$ cat src/rtl/gf180mcu_fd_io_asig_pkg.sv
// Shared types and defaults for the analog-switch break-before-make sequencer.
package gf180mcu_fd_io_asig_pkg;

    // Sequencer states: idle, all-off dwell, single-switch settle, completion.
    typedef enum logic [1:0] {
        ST_IDLE  = 2'd0,
        ST_BREAK = 2'd1,
        ST_MAKE  = 2'd2,
        ST_DONE  = 2'd3
    } asig_state_e;

    localparam int DEF_BBM_CYC    = 4;
    localparam int DEF_SETTLE_CYC = 16;

    // Larger of two integers, used to size the dwell counter.
    function automatic int max_int(input int a, input int b);
        return (a > b) ? a : b;
    endfunction

endpackage

$ cat src/rtl/gf180mcu_fd_io__asig_dwell_cnt.sv
// Down-counting dwell timer: loads a value, counts to zero and holds there.
module gf180mcu_fd_io__asig_dwell_cnt
    import gf180mcu_fd_io_asig_pkg::*;
#(
    parameter int W = 5
) (
    input  logic         i_clk,
    input  logic         i_rn,
    input  logic         i_load,
    input  logic [W-1:0] i_value,
    output logic         o_zero
);

    logic [W-1:0] r_count;

    // Load has priority over counting; the count stops once it reaches zero.
    always_ff @(posedge i_clk) begin
        if (!i_rn) begin
            r_count <= '0;
        end else if (i_load) begin
            r_count <= i_value;
        end else if (r_count != '0) begin
            r_count <= r_count - W'(1);
        end
    end

    assign o_zero = (r_count == '0);

endmodule

$ cat src/rtl/gf180mcu_fd_io__asig_sw_seq.sv
// Break-before-make sequencer driving the core-side analog switch bank.
// Every channel change passes through an all-off dwell before the new
// switch closes, then waits for the pad node to settle before ACK.
module gf180mcu_fd_io__asig_sw_seq
    import gf180mcu_fd_io_asig_pkg::*;
#(
    parameter int NCH        = 4,
    parameter int BBM_CYC    = DEF_BBM_CYC,
    parameter int SETTLE_CYC = DEF_SETTLE_CYC
) (
    input  logic           CLK,
    input  logic           RN,
    input  logic           REQ,
    input  logic [2:0]     SEL,
    input  logic           OFF,
    output logic [NCH-1:0] SW_EN,
    output logic           ACK,
    output logic           ERR,
    output logic           BUSY,
    output logic           CONN,
    output logic [2:0]     CUR_CH
);

    localparam int CNT_MAX = max_int(BBM_CYC, SETTLE_CYC);
    localparam int CW      = $clog2(CNT_MAX + 1);

    // The counter is loaded with N-1 on entry so the state lasts exactly N cycles.
    localparam logic [CW-1:0] BBM_LOAD    = CW'(BBM_CYC - 1);
    localparam logic [CW-1:0] SETTLE_LOAD = CW'(SETTLE_CYC - 1);

    asig_state_e    r_state;
    asig_state_e    w_state_next;

    logic [NCH-1:0] r_sw_en;
    logic [NCH-1:0] w_sw_en_next;
    logic           r_ack;
    logic           w_ack_next;
    logic           r_err;
    logic           w_err_next;
    logic           r_conn;
    logic           w_conn_next;
    logic [2:0]     r_cur_ch;
    logic [2:0]     w_cur_ch_next;
    logic [2:0]     r_sel_lat;
    logic [2:0]     w_sel_lat_next;
    logic           r_off_lat;
    logic           w_off_lat_next;

    logic           w_cnt_load;
    logic [CW-1:0]  w_cnt_value;
    logic           w_cnt_zero;
    logic           w_sel_in_range;
    logic [NCH-1:0] w_onehot;

    assign w_sel_in_range = (32'(SEL) < 32'(NCH));

    // Decode the latched channel into its switch enable.
    generate
        for (genvar gi = 0; gi < NCH; gi++) begin : g_onehot
            assign w_onehot[gi] = (r_sel_lat == 3'(gi));
        end
    endgenerate

    gf180mcu_fd_io__asig_dwell_cnt #(
        .W (CW)
    ) u_dwell_cnt (
        .i_clk   (CLK),
        .i_rn    (RN),
        .i_load  (w_cnt_load),
        .i_value (w_cnt_value),
        .o_zero  (w_cnt_zero)
    );

    // State register.
    always_ff @(posedge CLK) begin
        if (!RN) begin
            r_state <= ST_IDLE;
        end else begin
            r_state <= w_state_next;
        end
    end

    // Next-state decode plus next values for the registered outputs.
    always_comb begin
        w_state_next   = r_state;
        w_sw_en_next   = r_sw_en;
        w_ack_next     = 1'b0;
        w_err_next     = 1'b0;
        w_conn_next    = r_conn;
        w_cur_ch_next  = r_cur_ch;
        w_sel_lat_next = r_sel_lat;
        w_off_lat_next = r_off_lat;
        w_cnt_load     = 1'b0;
        w_cnt_value    = '0;

        unique case (r_state)
            ST_IDLE: begin
                if (REQ) begin
                    w_sel_lat_next = SEL;
                    w_off_lat_next = OFF;
                    w_cnt_load     = 1'b1;
                    if (!OFF && !w_sel_in_range) begin
                        // Rejected channel: report and leave the bank untouched.
                        w_state_next = ST_DONE;
                        w_ack_next   = 1'b1;
                        w_err_next   = 1'b1;
                    end else if (!OFF && r_conn && (SEL == r_cur_ch)) begin
                        // Already on the requested channel: nothing to switch.
                        w_state_next = ST_DONE;
                        w_ack_next   = 1'b1;
                    end else begin
                        w_state_next  = ST_BREAK;
                        w_cnt_value   = BBM_LOAD;
                        w_sw_en_next  = '0;
                        w_conn_next   = 1'b0;
                        w_cur_ch_next = 3'd0;
                    end
                end
            end
            ST_BREAK: begin
                if (w_cnt_zero) begin
                    w_cnt_load = 1'b1;
                    if (r_off_lat) begin
                        w_state_next = ST_DONE;
                        w_ack_next   = 1'b1;
                    end else begin
                        w_state_next = ST_MAKE;
                        w_cnt_value  = SETTLE_LOAD;
                        w_sw_en_next = w_onehot;
                    end
                end
            end
            ST_MAKE: begin
                if (w_cnt_zero) begin
                    w_state_next  = ST_DONE;
                    w_cnt_load    = 1'b1;
                    w_ack_next    = 1'b1;
                    w_conn_next   = 1'b1;
                    w_cur_ch_next = r_sel_lat;
                end
            end
            ST_DONE: begin
                w_state_next = ST_IDLE;
                w_cnt_load   = 1'b1;
            end
            default: begin
                w_state_next = ST_IDLE;
            end
        endcase
    end

    // Output and request-latch registers; reset opens every switch at once.
    always_ff @(posedge CLK) begin
        if (!RN) begin
            r_sw_en   <= '0;
            r_ack     <= 1'b0;
            r_err     <= 1'b0;
            r_conn    <= 1'b0;
            r_cur_ch  <= 3'd0;
            r_sel_lat <= 3'd0;
            r_off_lat <= 1'b0;
        end else begin
            r_sw_en   <= w_sw_en_next;
            r_ack     <= w_ack_next;
            r_err     <= w_err_next;
            r_conn    <= w_conn_next;
            r_cur_ch  <= w_cur_ch_next;
            r_sel_lat <= w_sel_lat_next;
            r_off_lat <= w_off_lat_next;
        end
    end

    assign SW_EN  = r_sw_en;
    assign ACK    = r_ack;
    assign ERR    = r_err;
    assign BUSY   = (r_state != ST_IDLE);
    assign CONN   = r_conn;
    assign CUR_CH = r_cur_ch;

endmodule

$ cat config.mk
export PLATFORM = sky130hd
export DESIGN_NAME = gf180mcu_fd_io__asig_sw_seq
export DESIGN_NICKNAME = d
export VERILOG_FILES = /design/src/rtl/gf180mcu_fd_io_asig_pkg.sv /design/src/rtl/gf180mcu_fd_io__asig_dwell_cnt.sv /design/src/rtl/gf180mcu_fd_io__asig_sw_seq.sv
export SDC_FILE = /design/constraint.sdc
export NUM_CORES = 1
export LEC_CHECK = 0
export BUFFER_PORTS_ARGS = -buffer_cell sky130_fd_sc_hd__clkbuf_2
export CAP_MARGIN = 15
export CORE_UTILIZATION = 47
export DETAILED_ROUTE_END_ITERATION = 6
export PLACE_DENSITY = 0.68
export SKIP_LAST_GASP = 1
export SLEW_MARGIN = 20
export SYNTH_ARGS = -nofsm -noshare
export SYNTH_HDL_FRONTEND = slang
export SYNTH_SLANG_ARGS = --single-unit
$ cat constraint.sdc
create_clock -name CLK -period 2.95 [get_ports CLK]
set_clock_uncertainty 0.05 [all_clocks]
set_input_delay 0.4425 -clock CLK [delete_from_list [all_inputs] [get_ports CLK]]
set_output_delay 0.4425 -clock CLK [all_outputs]
set_load 0.02 [all_outputs]
; After elaboration in Yosys (flattened, before gate mapping)
; Cells that the tools add are included.
; Widths: inputs -> output; s select.
[op_classes]
n_addsub = 1
order_cmp = 1
eq_ne = 13
n_mux = 41
reduce_logical = 19
[op_table]
columns = operator, count
row1 = $mux 4, 7
row2 = $mux 2, 8
row3 = $pmux 4 s2, 2
row4 = $mux 1, 13
row5 = $mux 3, 4
row6 = $mux 5, 2
row7 = $ne 2x2->1 const B, 4
row8 = $pmux 2 s4, 1
row9 = $reduce_bool 2->1, 4
row10 = $eq 3x2->1 const B, 2
row11 = $pmux 1 s3, 2
row12 = $pmux 3 s2, 1
row13 = $reduce_and 3->1, 2
row14 = $reduce_and 6->1, 1
row15 = $logic_not 5->1, 1
row16 = $reduce_and 5->1, 1
row17 = $reduce_bool 5->1, 1
row18 = $sub 5x1->5 const B, 1
row19 = $eq 2x2->1 const B, 2
row20 = $ne 2x1->1 const B, 2
row21 = $eq 3x1->1 const B, 1
row22 = $eq 3x3->1, 1
row23 = $logic_and 1x1->1, 3
row24 = $logic_not 3->1, 1
row25 = other kinds (7), 8
[word_totals]
register_bits = 21
in_bits = 7
out_inout_bits = 11

; Depth between registers and ports, before layout
; Gate-level depths: netlist of run 1.
[logic_depth]
depth_word = 8
mapped_depth = 7
ltp_nobuf = 6

; Modules after synthesis
; A second synthesis of run 1 with hierarchy kept.
[hier_totals]
cells_unflattened = 141
hier_area_um2 = 1214.9
[by_module_without_submodules]
columns = mod, n_inst, cells_per_inst, area_per_inst_um2, seq_area_each_um2
row1 = gf180mcu_fd_io__asig_sw_seq, 1, 107, 914.6, 320.3
row2 = gf180mcu_fd_io__asig_dwell_cnt, 1, 34, 300.3, 100.1

; Worst setup path after synthesis of run 1
; No wires, ideal clock.
[synth_timing]
kind = register -> register
startpoint = reg u_dwell_cnt.r_count[0]
endpoint = reg r_state[0]
setup_ps = 116
t_arrival_ps = 1775
required_time_ps = 2784
slack_ps = 1009
stages_incl_launch_ff = 7
path_cell_list = dfxtp_1 -> inv_1 -> ha_1 -> nor4b_1 -> o21ai_0 -> or3_1 -> o211a_1
[synth_between]
elab_chain_cells = 3
elab_cells_between_ends = 4
classes_between = eq/ne (2) / reduce/logical (2)
[synth_lines]
columns = element, line
row1 = start: declaration, gf180mcu_fd_io__asig_dwell_cnt.sv:14  ; logic [W-1:0] r_count;
row2 = start signal: assignment, gf180mcu_fd_io__asig_dwell_cnt.sv:21  ; r_count <= i_value;
row3 = start signal: assignment, gf180mcu_fd_io__asig_dwell_cnt.sv:23  ; r_count <= r_count - W'(1);
row4 = $logic_not 5->1 *, gf180mcu_fd_io__asig_dwell_cnt.sv:27  ; assign o_zero = (r_count == '0);
row5 = $ne 2x1->1 (no source line), --
row6 = $reduce_and 3->1 (no source line) *, --
row7 = end signal: assignment, gf180mcu_fd_io__asig_sw_seq.sv:79  ; r_state <= w_state_next;
row8 = end: declaration, gf180mcu_fd_io__asig_sw_seq.sv:31  ; asig_state_e r_state;
; Every way passes the cells marked *; elsewhere a longest branch is shown, timed or not.
; A chain may end at the register's enable or synchronous reset.

; Final worst setup path of run 1
[layout_timing]
startpoint = reg r_state[1]
endpoint = reg r_cur_ch[0] (netlist: CUR_CH[0])
[layout_between]
elab_chain_cells = 3
elab_cells_between_ends = 9
classes_between = eq/ne (5) / mux (1) / reduce/logical (3)
[layout_lines]
columns = element, line
row1 = $eq 2x2->1 or $logic_not 2->1 (tied branches), gf180mcu_fd_io__asig_sw_seq.sv:96  ; unique case (r_state)
row2 = "$ne 2x1->1 (no source line), or another cell as far along", --
row3 = $reduce_and 5->1 (no source line), --
row4 = end signal: assignment, gf180mcu_fd_io__asig_sw_seq.sv:167  ; r_cur_ch <= w_cur_ch_next;
row5 = end: declaration, gf180mcu_fd_io__asig_sw_seq.sv:42  ; logic [2:0] r_cur_ch;
; Parallel ways exist; a longest one is shown, timed or not.

==> results of run 1 <==
-- synthesized netlist by cell type --
| library cell | instances | share of area [%] |
|---|---|---|
| ha_1 | 6 | 6.6 |
| o31ai_1 | 2 | 1.3 |
| a21boi_1 | 4 | 2.6 |
| clkbuf_1 | 3 | 0.98 |
| nor4b_1 | 1 | 0.77 |
| inv_1 | 6 | 2.0 |
| nand3b_1 | 2 | 1.3 |
| nor2b_1 | 2 | 1.1 |
| nor2_1 | 6 | 2.0 |
| mux2i_1 | 4 | 3.5 |
| or4b_1 | 1 | 0.88 |
| o2bb2ai_1 | 1 | 0.77 |
| o21a_1 | 1 | 0.66 |
| a211o_1 | 1 | 0.77 |
| o21ai_1 | 3 | 1.3 |
| o211a_1 | 1 | 0.88 |
| nand3_1 | 5 | 2.2 |
| nor3_1 | 1 | 0.44 |
| o221a_1 | 3 | 3.0 |
| dfxtp_1 | 21 | 37 |
| o211ai_1 | 1 | 0.66 |
| or3_1 | 1 | 0.55 |
| a221oi_1 | 1 | 0.77 |
| inv_2 | 1 | 0.33 |
| a31oi_1 | 1 | 0.55 |
| buf_2 | 1 | 0.44 |
| a21oi_1 | 10 | 4.4 |
| and3_1 | 1 | 0.55 |
| a221o_1 | 4 | 3.5 |
| or4_1 | 2 | 1.3 |
| o311ai_0 | 1 | 0.77 |
| nand2b_1 | 3 | 1.6 |
| nand2_1 | 22 | 7.2 |
| a41o_1 | 1 | 0.88 |
| and2_1 | 1 | 0.55 |
| xnor2_1 | 5 | 3.8 |
| xor2_1 | 1 | 0.77 |
| nor3b_1 | 1 | 0.66 |
| nor4_1 | 1 | 0.55 |
| o21ai_0 | 1 | 0.44 |
-- worst max-delay path: stages, from the launching register on --
cell     delay, ns
dfxtp_1       0.35
inv_1         0.12
ha_1          0.39
nand2_1       0.32
nor4_1        0.60
a221o_1       0.24
-- logic make-up (layout without fill, tap and decap cells) --
logic type	after synthesis	count (layout)	synth area share [%]
fa+ha+maj	6	6	6.56
compound gates	36	36	23.2
buf+inv	11	29	3.72
simple gates	50	50	21.7
flops	21	21	36.8
xor+xnor	6	6	4.60
mux	4	4	3.50
-- routing by layer --
| metal | global-route usage (%) | routed length [um] |
|---|---|---|
| met5 | 0 | 0 |
| met4 | 3.60 | 14 |
| met3 | 6.25 | 103 |
| met2 | 30.5 | 1110 |
| met1 | 31.2 | 1210 |
-- worst min-delay path by stage --
stage | end | from | slack [ns]
2_1_floorplan | r_off_lat | r_off_lat | 0.41
3_3_place_gp | SW_EN[0] | SW_EN[0] | 0.40
3_5_place_dp | SW_EN[2] | SW_EN[2] | 0.40
4_1_cts | r_sel_lat[0] | SEL[0] | 0.31
5_1_grt | r_sel_lat[0] | SEL[0] | 0.32
6_report | r_sel_lat[0] | SEL[0] | 0.32
-- registers in the layout (all words and copies together), names as in the netlist --
signal and cells:
CONN 1, ACK 1, r_state 2, CUR_CH 3
u_dwell_cnt.r_count 5, ERR 1, SW_EN 4, r_sel_lat 3
r_off_lat 1
-- report_power, final --
group	leakage [nW]	internal (mW)	total, mW	switching (mW)
logic	0.351	0.293	0.733	0.441
registers	0.171	0.349	0.412	0.0635
clock network	0.0150	0.0528	0.139	0.0858
-- cell type report --
class	count	area (sq um)	share of cell area, %
Sequential cell	21	420	32.8
Inverter	7	26.3	2.05
Clock buffer	4	26.3	2.05
Multi-Input combinational cell	102	681	53.1
Timing Repair Buffer	18	92.6	7.23
Tap cell	28	35.0	2.73
-- stage by stage --
step	hold slack, ns	util (%)
2_1_floorplan	0.414	-
4_1_cts	0.310	56.8
5_1_grt	0.315	56.8
3_3_place_gp	0.396	55.7
6_report	0.318	56.8
3_5_place_dp	0.402	55.7
==> flow_summary.yaml, run 1 <==
sta:
  max_freq_mhz: 470
  worstMarginPinSlew_ns: 0.569
  slew_violations: 0
  finalCritPeriodShare_pct: 72.2
  slew_headroom_pct: 61.7
  tns_ns: 0
  rsz0062_at_grt: "no"
  period_minus_slack_ns: 2.13
  finalSetupViolCount: 0
  setup_slack_ns: 0.822
  hold_viol_final: 0
detailed_routing:
  drc: 0
  drt_iter0_drc: 26
  vias: 1041
  totalWireLength_mm: 2.44
  wl_per_cell_um: 13.6
  viasPerCell: 5.78
  drtAntennaViolNets: 0
  first_pass_iters: 4
placement:
  dpl.hpwl_mm: 1.80
  place_congestion: 0.865
  placed_cells: 176
  dpl_cell_area_sq_um: 1250
  portBuffers: 17
  place_ws_ns: 0.839
synthesis:
  yosysSeqAreaShare_pct: 36.8
  ys_types: 40
  synthCells: 134
  syn_area_sq_um: 1140
  synth.net_count: 147
  synth-seq-cells: 21
  yosysWarnings: 0
  syn_area_per_cell_sq_um: 8.53
worst_setup_path:
  startpoint: "r_state[1]"
  ff2ff_setup_slack_ns: 0.82
  cp.required_ns: 3.15
  end_kind: "register"
  cp_max_fo: 11
  cp-endpoint: "CUR_CH[0]"
  reg2reg_to: "CUR_CH[0]"
  crit_type: "register to register"
  worstPathArrival_ns: 2.33
  rr_worst_depth: 5
  start_kind: "register"
  reg2reg_from: "r_state[1]"
final_layout:
  stdcell_area_sq_um: 1280
  drive_gt1_share_pct: 14.5
  final_common_cell: "nand2_1"
  final_cell_mix: "22 x nand2_1, 21 x dfxtp_1, 17 x clkbuf_2, 10 x a21oi_1"
  fin_cells: 180
  syn_to_final_growth_pct: 12.0
  fillCellCount: 235
  nNetsFinal: 166
  antenna_cells: 0
outcome:
  outcome: "completed"
global_routing:
  antenna_found_initial: 0
  grt_pass1_wl_mm: 4.20
  grt_max_degree: 20
  grt_pass1_vias: 878
  grt_overflow_total: 0
  track_usage_pct: 21.2
floorplanning:
  dieHeight_um: 51.3
  io_pins: 18
  die_area_sq_um: 2630
  start_util_pct: 50.7
  dieWidth_um: 51.3
  core_sq_um: 2250
  fp-row-count: 17
pwr:
  leakage_nw: 0.537
  power.total_mw: 1.28
  power_density_nw_per_um2: 1000
  irDropWorstVdd_mv: 0.631
cts:
  cts_buffers: 3
  postCtsHoldBufs: 0
  clk_latency_ns: 0.30
  htree_num_levels: 1
  cts_tree: "yes"
  clk_pin_slew_ns: 0.11
  post_cts_resized: 0
  cts_root_buf: "clkbuf_4"
  cts_setup_buffers: 0
  cts_sinks: 21
  clock_path_buffers: 2
min_path:
  hold_depth: 3
  hold_path.class: "input pin to register"
flow_run:
  maxCapViolations: 0
Note: power is estimated with default switching activity, not from simulation.
==> inputs of run 2 (changes only) <==
--- a/config.mk
+++ b/config.mk
@@ -9,7 +9,7 @@
 export CAP_MARGIN = 15
 export CORE_UTILIZATION = 47
 export DETAILED_ROUTE_END_ITERATION = 6
-export PLACE_DENSITY = 0.68
+export PLACE_DENSITY = 0.71
 export SKIP_LAST_GASP = 1
 export SLEW_MARGIN = 20
 export SYNTH_ARGS = -nofsm -noshare
==> constraint.sdc (replaced) <==
create_clock -name CLK -period 1.86 [get_ports CLK]
set_clock_uncertainty 0.05 [all_clocks]
set_input_delay 0.279 -clock CLK [delete_from_list [all_inputs] [get_ports CLK]]
set_output_delay 0.279 -clock CLK [all_outputs]
set_load 0.02 [all_outputs]
==> flow_summary.yaml, run 2 (synthesized netlist as in run 1, its figures left out) <==
worst_setup_path:
  cp.required_ns: 2.05
  worstPathArrival_ns: 2.09
  start_kind: "register"
  crit_type: "register to register"
  cp_max_fo: 8
  end_kind: "register"
global_routing:
  track_usage_pct: 23.9
  grt_max_degree: 13
  grt_pass1_vias: 1058
  antenna_found_initial: 0
  grt_overflow_total: 0
  grt_pass1_wl_mm: 4.75
final_layout:
  antenna_cells: 0
  final_cell_mix: "22 x nand2_1, 17 x dfxtp_1, 16 x clkbuf_2, 16 x buf_4, 10 x a21oi_1"
  drive_gt1_share_pct: 31.1
  nNetsFinal: 181
  regMostFlops: "u_dwell_cnt.r_count"
  fillCellCount: 205
  syn_to_final_growth_pct: 26.7
  final_common_cell: "nand2_1"
  largest_reg_flops: 5
  post-route-util_pct: 64.3
  multi_input_area_sq_um: 727
  seqCellArea_sq_um: 425
cts:
  cts_tree: "yes"
  cts_sinks: 21
  clk_latency_ns: 0.31
  clock_path_buffers: 2
  cts_root_buf: "clkbuf_4"
  cts_buffers: 3
  htree_num_levels: 1
  clk_pin_slew_ns: 0.12
floorplanning:
  dieHeight_um: 51.3
  start_util_pct: 50.7
  fp-row-count: 17
  die_area_sq_um: 2630
  dieWidth_um: 51.3
  core_sq_um: 2250
  io_pins: 18
detailed_routing:
  first_pass_iters: 4
  viasPerCell: 5.64
  drtAntennaViolNets: 0
  drc: 0
  drt_iter0_drc: 16
  vias: 1100
  wl_per_cell_um: 14.0
  totalWireLength_mm: 2.72
placement:
  dpl.hpwl_mm: 1.99
  place_ws_ns: -0.0169
  place_congestion: 0.853
  portBuffers: 17
sta:
  worstMarginPinSlew_ns: 0.293
  period_minus_slack_ns: 1.89
  hold_viol_final: 0
  slew_violations: 0
  rsz0062_at_grt: "yes"
  slew_headroom_pct: 80.2
  finalSetupViolCount: 5
  finalCritPeriodShare_pct: 102
  max_freq_mhz: 529
  setup_slack_ns: -0.0315
outcome:
  outcome: "finished with violations"
  violations: "setup timing"
pwr:
  irDropWorstVdd_mv: 1.40
  power_density_nw_per_um2: 1680
  leakage_nw: 0.621
  power.total_mw: 2.43
min_path:
  hold_path.class: "input pin to register"
flow_run:
  maxCapViolations: 0
-- run 2: final timing paths --
path,slack (ns),end,cells past startpoint,from
worst max-delay path,-0.03,u_dwell_cnt.r_count[2],6,u_dwell_cnt.r_count[0]
worst min-delay path,0.16,r_sel_lat[2],3,SEL[2]
worst max register to register,-0.03,u_dwell_cnt.r_count[2],6,u_dwell_cnt.r_count[0]
worst min register to register,0.43,SW_EN[0],2,SW_EN[0]
-- run 2: area by class of cell --
cell class	instances	share of cell area, %
clock inverters	1	0.345
inverters	7	1.81
clock buffers	3	1.55
repair buffers	33	14.3
flip-flops and latches	21	29.4
well taps	28	2.42
multi-input cells	102	50.2
-- run 2: critical path: stages, from the launching register on --
cell     delay, ns
dfxtp_2       0.35
inv_2         0.08
ha_4          0.13
or4b_4        0.45
buf_4         0.18
or4_4         0.52
o21ai_1       0.08
-- run 2: stage by stage --
stage	setup TNS, ns	area, sq um	hold WS (ns)	std cells
after floorplan	-0.190	1170	0.364	134
after global placement	-0.00275	1360	0.396	187
after detailed placement	-0.0559	1360	0.409	187
after CTS	-0.0387	1420	0.145	193
after global routing	-0.536	1450	0.141	195
final	-0.0843	1450	0.155	195
-- run 2: per-layer routing --
layer / routed length [um] / vias up / GRT usage [%]
met5: 0 / - / 0
met4: 14 / 0 / 5.86
met3: 111 / 2 / 3.57
met2: 1350 / 31 / 41.2
met1: 1250 / 514 / 31.0
li1: - / 553 / -
-- run 2: power breakdown --
part	switching [mW]	internal, mW
registers	0.0808	0.561
clock network	0.143	0.0802
logic	0.825	0.742
-- run 2: timing repair --
item                                    in CTS  in global routing
hold buffers                                 0                  0
endpoints found under the setup margin       7                 11
pin swaps                                    2                  1
resized for setup                            5                  4
buffers inserted                             2                  2
==> inputs of run 3 (changes only) <==
--- a/config.mk
+++ b/config.mk
@@ -7,6 +7,7 @@
 export LEC_CHECK = 0
 export BUFFER_PORTS_ARGS = -buffer_cell sky130_fd_sc_hd__clkbuf_2
 export CAP_MARGIN = 15
+export CORE_ASPECT_RATIO = 1.2
 export CORE_UTILIZATION = 47
 export DETAILED_ROUTE_END_ITERATION = 6
 export PLACE_DENSITY = 0.71
==> flow_summary.yaml, run 3 (synthesized netlist as in run 1, its figures left out) <==
floorplanning:
  start_util_pct: 49.6
  fp-row-count: 19
  dieWidth_um: 47.0
  core_sq_um: 2310
  die_area_sq_um: 2640
  dieHeight_um: 56.0
  io_pins: 18
worst_setup_path:
  reg2reg_from: "u_dwell_cnt.r_count[1]"
  cp_max_fo: 4
  startpoint: "u_dwell_cnt.r_count[1]"
  start_kind: "register"
  crit_type: "register to register"
  cp.required_ns: 2.02
  worstPathArrival_ns: 2.04
  end_kind: "register"
sta:
  slew_headroom_pct: 80.1
  rsz0062_at_grt: "yes"
  finalCritPeriodShare_pct: 101
  slew_violations: 0
  worstMarginPinSlew_ns: 0.295
  max_freq_mhz: 532
  setup_slack_ns: -0.0195
  fin_hold_ws_ns: 0.143
  tns_ns: -0.0821
  period_minus_slack_ns: 1.88
  finalSetupViolCount: 6
  hold_viol_final: 0
detailed_routing:
  totalWireLength_mm: 2.65
  vias: 1099
  wl_per_cell_um: 13.6
  drt_iter0_drc: 21
  first_pass_iters: 4
  drtAntennaViolNets: 0
  drc: 0
  viasPerCell: 5.64
pwr:
  power_density_nw_per_um2: 1670
  leakage_nw: 0.605
  irDropWorstVdd_mv: 1.04
final_layout:
  syn_to_final_growth_pct: 24.3
  final_common_cell: "nand2_1"
  regMostFlops: "u_dwell_cnt.r_count"
  nNetsFinal: 178
  largest_reg_flops: 5
  drive_gt1_share_pct: 27.4
  stdcell_area_sq_um: 1420
  fin_cells: 195
  final_cell_mix: "22 x nand2_1, 18 x dfxtp_1, 16 x clkbuf_2, 13 x buf_4, 10 x a21oi_1"
  antenna_cells: 0
cts:
  clock_path_buffers: 2
  cts_buffers: 3
  cts_tree: "yes"
  cts_setup_buffers: 0
  postCtsHoldBufs: 0
  cts_root_buf: "clkbuf_4"
  htree_num_levels: 1
  clk_pin_slew_ns: 0.12
  clk_latency_ns: 0.32
  cts_sinks: 21
global_routing:
  grt_max_degree: 14
  grt_overflow_total: 0
  grt_pass1_wl_mm: 4.37
  antenna_found_initial: 0
  track_usage_pct: 23.0
  grt_pass1_vias: 1020
placement:
  dpl_cell_area_sq_um: 1370
  placed_cells: 191
  place_congestion: 0.890
  dpl.hpwl_mm: 2.01
  portBuffers: 17
outcome:
  violations: "setup timing"
  outcome: "finished with violations"
flow_run:
  maxCapViolations: 0
min_path:
  hold_path.class: "input pin to register"
  hold_path_startpoint: "SEL[1]"
-- run 3: what timing repair did --
| action | 4_1_cts | 5_1_grt |
|---|---|---|
| gates cloned | 0 | 0 |
| gates resized for setup | 3 | 2 |
| endpoints found under the setup margin | 9 | 9 |
| pin swaps | 1 | 1 |
-- run 3: cell type report --
class                           instances  area (sq um)
Fill cell                             211           885
Multi-Input combinational cell        102           722
Sequential cell                        21           424
Timing Repair Buffer                   30           183
Tap cell                               31          38.8
Inverter                                7          26.3
Clock buffer                            3          22.5
Clock inverter                          1          5.00
-- run 3: power breakdown --
part           internal (mW)  total [mW]  switching (mW)
Sequential             0.559       0.635          0.0763
Combinational          0.701        1.51           0.813
Clock                 0.0806       0.231           0.150
-- run 3: path summary, 6_finish.rpt --
kind / endpoint / slack [ns] / depth (start not counted)
setup / recovery: SW_EN[2] / -0.02 / 6
hold / removal: r_sel_lat[1] / 0.14 / 3
setup reg to reg: SW_EN[2] / -0.02 / 6
hold reg to reg: SW_EN[0] / 0.43 / 2
-- run 3: metal layers --
| metal | vias up | track usage (%) | share of wire, % | routed length [um] |
|---|---|---|---|---|
| met5 | - | 0 | 0 | 0 |
| li1 | 550 | - | - | - |
| met2 | 32 | 34.9 | 49 | 1290 |
| met4 | 0 | 12.2 | 3.4 | 90 |
| met3 | 8 | 3.57 | 3.9 | 102 |
| met1 | 509 | 30.2 | 44 | 1160 |
-- run 3: per-stage QoR --
| stage | setup WS (ns) | power (mW) | utilization (%) |
|---|---|---|---|
| floorplan | -0.0446 | 1.64 | - |
| global placement | 0.0153 | 2.05 | 59.6 |
| detailed placement | -0.0277 | 2.09 | 59.6 |
| CTS | -0.0376 | 2.34 | 61.2 |
| global route | -0.0845 | 2.57 | 61.6 |
| finish | -0.0195 | 2.38 | 61.6 |
-- run 3: worst max-delay path, stage by stage (launching register included) --
cell	delay [ns]
dfxtp_2	0.35
inv_2	0.07
ha_4	0.13
or4b_4	0.48
o21a_1	0.20
a221o_1	0.35
mux2i_1	0.15
